[src/rtl/sprite_engine.sv]
// Single-sprite engine: bounding-box hit test, sprite ROM addressing, and
// once-per-frame movement in manual (buttons) or bounce mode.
module sprite_engine #(
  parameter int unsigned SPR_W      = 34,
  parameter int unsigned SPR_H      = 27,
  parameter int unsigned SCALE_LOG2 = 0,
  parameter int unsigned H_RES      = 640,
  parameter int unsigned V_RES      = 480,
  parameter int unsigned START_X    = 0,
  parameter int unsigned START_Y    = 300,
  parameter int unsigned SPEED      = 3,
  parameter int unsigned ADDR_W     = 10
) (
  input  logic              clk_pix,
  input  logic              rst,
  input  logic [9:0]        sx,
  input  logic [9:0]        sy,
  input  logic              de,
  input  logic              mode,
  input  logic              mv_right,
  input  logic              mv_left,
  input  logic              mv_up,
  input  logic              mv_down,
  input  logic              restart,
  output logic [ADDR_W-1:0] rom_addr,
  output logic              sprite_on,
  output logic              pix_valid,
  output logic [9:0]        pos_x,
  output logic [9:0]        pos_y,
  output logic              edge_hit
);

  localparam int unsigned DW     = SPR_W << SCALE_LOG2;
  localparam int unsigned DH     = SPR_H << SCALE_LOG2;
  localparam logic [9:0]  MAX_X  = 10'(H_RES - DW);
  localparam logic [9:0]  MAX_Y  = 10'(V_RES - DH);
  localparam logic [9:0]  STEP   = 10'(SPEED);
  localparam logic [9:0]  TICK_X = 10'(H_RES - 1);
  localparam logic [9:0]  TICK_Y = 10'(V_RES - 1);

  logic              tick;
  logic              hit;
  logic [9:0]        dx;
  logic [9:0]        dy;
  logic [ADDR_W-1:0] addr_next;
  logic              dir_x;
  logic              dir_y;
  logic [10:0]       x_sum;
  logic [10:0]       y_sum;
  logic              x_over, x_under, y_over, y_under;
  logic [9:0]        x_inc, x_dec, y_inc, y_dec;
  logic [9:0]        x_man, y_man, x_bnc, y_bnc;
  logic              flip_x, flip_y;

  // Box end compared at 11 bits so pos+DW never wraps.
  always_comb begin
    tick      = (sx == TICK_X) && (sy == TICK_Y);
    hit       = de
                && (sx >= pos_x) && ({1'b0, sx} < ({1'b0, pos_x} + 11'(DW)))
                && (sy >= pos_y) && ({1'b0, sy} < ({1'b0, pos_y} + 11'(DH)));
    dx        = sx - pos_x;
    dy        = sy - pos_y;
    addr_next = '0;
    if (hit)
      addr_next = ADDR_W'(((32'(dy) >> SCALE_LOG2) * SPR_W) + (32'(dx) >> SCALE_LOG2));
  end

  always_comb begin
    x_sum   = {1'b0, pos_x} + {1'b0, STEP};
    x_over  = x_sum > {1'b0, MAX_X};
    x_under = pos_x < STEP;
    x_inc   = x_over ? MAX_X : x_sum[9:0];
    x_dec   = x_under ? '0 : pos_x - STEP;

    y_sum   = {1'b0, pos_y} + {1'b0, STEP};
    y_over  = y_sum > {1'b0, MAX_Y};
    y_under = pos_y < STEP;
    y_inc   = y_over ? MAX_Y : y_sum[9:0];
    y_dec   = y_under ? '0 : pos_y - STEP;

    x_man = pos_x;
    if (mv_right)     x_man = x_inc;
    else if (mv_left) x_man = x_dec;
    y_man = pos_y;
    if (mv_up)        y_man = y_dec;
    else if (mv_down) y_man = y_inc;

    x_bnc  = dir_x ? x_inc : x_dec;
    y_bnc  = dir_y ? y_inc : y_dec;
    flip_x = dir_x ? x_over : x_under;
    flip_y = dir_y ? y_over : y_under;
  end

  always_ff @(posedge clk_pix or posedge rst) begin
    if (rst) begin
      pos_x     <= 10'(START_X);
      pos_y     <= 10'(START_Y);
      dir_x     <= 1'b1;
      dir_y     <= 1'b1;
      rom_addr  <= '0;
      sprite_on <= 1'b0;
      pix_valid <= 1'b0;
      edge_hit  <= 1'b0;
    end else begin
      sprite_on <= hit;
      rom_addr  <= addr_next;
      pix_valid <= sprite_on;
      edge_hit  <= 1'b0;
      if (restart) begin
        pos_x <= 10'(START_X);
        pos_y <= 10'(START_Y);
        dir_x <= 1'b1;
        dir_y <= 1'b1;
      end else if (tick) begin
        if (mode) begin
          pos_x    <= x_bnc;
          pos_y    <= y_bnc;
          dir_x    <= dir_x ^ flip_x;
          dir_y    <= dir_y ^ flip_y;
          edge_hit <= flip_x | flip_y;
        end else begin
          pos_x <= x_man;
          pos_y <= y_man;
        end
      end
    end
  end

endmodule

[config.mk]
export PLATFORM = sky130hd
export DESIGN_NAME = sprite_engine
export DESIGN_NICKNAME = d
export VERILOG_FILES = /design/src/rtl/sprite_engine.sv
export SDC_FILE = /design/constraint.sdc
export NUM_CORES = 1
export LEC_CHECK = 0
export ABC_AREA = 1
export CORE_UTILIZATION = 35
export CTS_BUF_LIST = sky130_fd_sc_hd__clkbuf_2 sky130_fd_sc_hd__clkbuf_4 sky130_fd_sc_hd__clkbuf_8
export DETAILED_ROUTE_END_ITERATION = 10
export GPL_ROUTABILITY_DRIVEN = 0
export HOLD_SLACK_MARGIN = 0.15
export PLACE_DENSITY = 0.67
export SYNTH_ARGS = -nofsm -noshare
export SYNTH_HDL_FRONTEND = slang
export SYNTH_SLANG_ARGS = --single-unit
[constraint.sdc]
create_clock -name clk_pix -period 7.1 [get_ports clk_pix]
set_input_delay 1.775 -clock clk_pix [delete_from_list [all_inputs] [get_ports clk_pix]]
set_output_delay 1.775 -clock clk_pix [all_outputs]
set_load 0.005 [all_outputs]
==> flow_metrics.env <==
export IMPL_antenna_cells=0
export IMPL_fin_crit_sh_pct=81.10
export IMPL_final_setup_skew_ns=0.01325
export IMPL_grt_max_degree=36
export IMPL_path_clk_slew_ns=0.08
export IMPL_seq_area_sq_um=883.3
export IMPL_yosysSeqAreaShare_pct=18.35
export IMPL_slew_headroom_pct=55.29
export IMPL_critical_path_startpoint_type="input port"
export IMPL_worstReg2RegEnd="rom_addr[9]$_DFF_PP0_"
export IMPL_syn_nets=808
export IMPL_crit_start="sy[2]"
export IMPL_async_flop_share_pct=100.0
export IMPL_io_pins=62
export IMPL_nets=864
export IMPL_synth_top_cell_area_share_pct=16.12
export IMPL_die_width_um=119.3
export IMPL_syn_to_final_growth_pct=17.34
export IMPL_crit_path_end_kind="flip-flop"
export IMPL_ys_ff_latch=35
export IMPL_hold_slack_ns=0.3820
export IMPL_ant_nets=0
export IMPL_row_count=42
export IMPL_cts_buffer_depth=2
export IMPL_wl_per_cell_um=13.70
export IMPL_layout_drive_gt1_share_pct=7.995
export IMPL_ys_warn_count=0
export IMPL_cp_max_fo=5
export IMPL_routed_via_count=4658
export IMPL_grt_pass1_wl_um=21700
export IMPL_p_leak_uw=0.002877
export IMPL_rsz0062_at_grt="no"
export IMPL_grt_pass1_vias=4517
export IMPL_worstRegToRegCells=21
export IMPL_core_area_sq_um=13350
export IMPL_final_common_cell="nand2_1"
export IMPL_setup_tns_ns=0
export IMPL_slew_violations=0
export IMPL_cts_setup_buffers=0
export IMPL_crit_type="input port to flip-flop"
export IMPL_max_stage_delay_ns=0.46
export IMPL_grt_overflow=0
export IMPL_drt_pass1_iterations=5
export IMPL_p_int_uw=374.7
export IMPL_power_frac_clock_pct=26.3
export IMPL_ir_worst_vdd_mv=0.08183
export IMPL_hold_path_class="flip-flop to flip-flop"
export IMPL_p_comb_share_pct=40.1
export IMPL_multi_input_area_sq_um=3478
export IMPL_worstPathCellList="clkdlybuf4s50_1 > ha_1 > a21oi_1 > nand2_1 > nand2_1 > nand2_1 > a21oi_1 > xor2_1 > ha_1 > ha_1 > fa_1 > xor2_1 > fa_1 > ha_1 > a21oi_1 > o21ai_0 > a31oi_1 > inv_1 > nand3_1 > nand2_1 > nor2_1"
export IMPL_reg2reg_slack_ns=2.56
export IMPL_portBuffers=61
export IMPL_ys_flop_type="dfrtp_1"
export IMPL_track_usage_pct=19.05
export IMPL_status="complete, no violations"
export IMPL_htreeDepth=2
export IMPL_mostFrequentLayoutCells="nand2_1, inv_1, ha_1, clkdlybuf4s50_1, nor2_1"
export IMPL_post_cts_resized=0
export IMPL_synth_distinct_cells=45
export IMPL_drcViolationCount=0
export IMPL_synth_area_leaders="ha_1, nand2_1, dfrtp_1, inv_1, xor2_1"
export IMPL_fillers=1406
export IMPL_p_switching_uw=230.9
export IMPL_worstMarginPinSlew_ns=0.6687
export IMPL_setup_violations_final=0
export IMPL_pwr_density_cell_nw_per_um2=107.2
export IMPL_netlist_area_sq_um=4813
export IMPL_die_y_um=119.3
export IMPL_cp_required_ns=7.32
export IMPL_endpoint="rom_addr[9]$_DFF_PP0_"
export IMPL_antenna_found_initial=0
export IMPL_clockRootBuffer="clkbuf_8"
export IMPL_swShare_pct=38.13
export IMPL_synth_top_area_cell="ha_1"
export IMPL_synthCells=706
export IMPL_cts_made_buffers=5
export IMPL_fmax_mhz=173.7
export IMPL_start_util_pct=36.06
export IMPL_hold_viol_final=0
export IMPL_r2r_start="pos_y[2]$_DFFE_PP1P_"
export IMPL_dp_hpwl_um=10580
export IMPL_critical_path_slowest_cell="clkdlybuf4s50_1"
export IMPL_max_cap_violations=0
export IMPL_drtIter0Drc=161
export IMPL_syn_avg_cell_area_sq_um=6.818
export IMPL_avgViaCountPerCell=4.961
export IMPL_synth_edf_count=0
export IMPL_cts_sinks=35
export IMPL_die_area_sq_um=14230
export IMPL_drt_wl_total_um=12860
export IMPL_seqPwrFrac_pct=33.6
export IMPL_cp_arrival_ns=5.98
export IMPL_clkLatencyLatePin_ns=0.30
export IMPL_hold_buffers=0
export IMPL_cts_tree="done"
export IMPL_period_needed_ns=5.758
[power by group through the flow]
stage | Combinational, uW | Sequential (uW) | Clock (uW)
6_report | 243 | 203 | 159
5_1_grt | 276 | 204 | 174
4_1_cts | 242 | 203 | 162
3_5_place_dp | 238 | 207 | 0
3_3_place_gp | 237 | 207 | 0
2_1_floorplan | 172 | 207 | 0
[logic make-up (layout without fill, tap and decap cells)]
logic type | Yosys count | count (layout) | share of synthesized area, %
compound gates | 95 | 95 | 11.05
simple gates | 360 | 360 | 33.97
fa+ha+maj | 73 | 73 | 20.69
xor+xnor | 36 | 36 | 6.551
buf+inv | 107 | 164 | 9.384
flops | 35 | 35 | 18.35
[registers in the layout, indices dropped and copies added (netlist names)]
register / count
dir_y: 1
edge_hit: 1
pos_x: 10
sprite_on: 1
rom_addr: 10
pos_y: 10
dir_x: 1
pix_valid: 1
[worst max-delay path, delay by kind of cell]
kind | cells | cell delay (ns)
simple gates | 6 | 0.40
buf+inv | 2 | 0.53
xor+xnor | 2 | 0.35
fa+ha+maj | 6 | 2.04
compound gates | 5 | 0.89
[cells in the mapped netlist, types with 2 or more instances]
master / instances
or2_2: 3
nand3_1: 49
nor3_1: 4
o21ai_2: 2
buf_4: 6
dfstp_2: 6
o211ai_1: 4
buf_6: 3
nor2_2: 10
xor2_1: 29
nor2_4: 4
ha_1: 62
inv_2: 6
inv_1: 86
fa_1: 11
o21ai_0: 19
a21o_1: 3
a21oi_1: 47
xnor2_1: 7
nand2_1: 196
o21ai_1: 11
nor3_2: 3
nand4_1: 18
buf_2: 2
a31oi_1: 2
nand2_2: 9
dfrtp_1: 29
nand3b_1: 3
nand2_4: 3
nor2_1: 54
[metal layers]
layer | track usage (%) | vias up | share of wire, % | wire length [um]
met4 | 5.222 | 0 | 2.0 | 252
met5 | 0 | - | 0 | 0
met1 | 24.73 | 2133 | 46 | 5925
met3 | 2.155 | 19 | 4.0 | 513
li1 | - | 2406 | - | -
met2 | 33.18 | 100 | 48 | 6169
[stage by stage]
stage / utilization, % / setup slack [ns] / power, uW / instance area [sq um] / cells
floorplan: - / 1.876 / 378.8 / 4813 / 706
global placement: 41.62 / 1.123 / 444.5 / 5555 / 931
detailed placement: 41.62 / 1.075 / 444.9 / 5555 / 931
CTS: 42.31 / 1.375 / 607.1 / 5648 / 939
global route: 42.31 / 0.9422 / 653.8 / 5648 / 939
finish: 42.31 / 1.342 / 605.6 / 5648 / 939
[final cells by class]
cell class              instances  area share (%)
inverters                      94           6.292
repair buffers                 62           10.94
flip-flops and latches         35           15.64
well taps                     176           3.899
multi-input cells             564           61.59
clock inverters                 3          0.4209
clock buffers                   5           1.218
[worst min-delay path by stage]
stage                         from                  end  slack [ns]  cells past startpoint
2_1_floorplan  sprite_on$_DFF_PP0_  pix_valid$_DFF_PP0_        0.38                      0
3_3_place_gp   sprite_on$_DFF_PP0_  pix_valid$_DFF_PP0_        0.36                      0
3_5_place_dp   sprite_on$_DFF_PP0_  pix_valid$_DFF_PP0_        0.37                      0
4_1_cts        sprite_on$_DFF_PP0_  pix_valid$_DFF_PP0_        0.39                      0
5_1_grt        sprite_on$_DFF_PP0_  pix_valid$_DFF_PP0_        0.41                      0
6_report       sprite_on$_DFF_PP0_  pix_valid$_DFF_PP0_        0.38                      0
(Power assumes the default switching activity.)
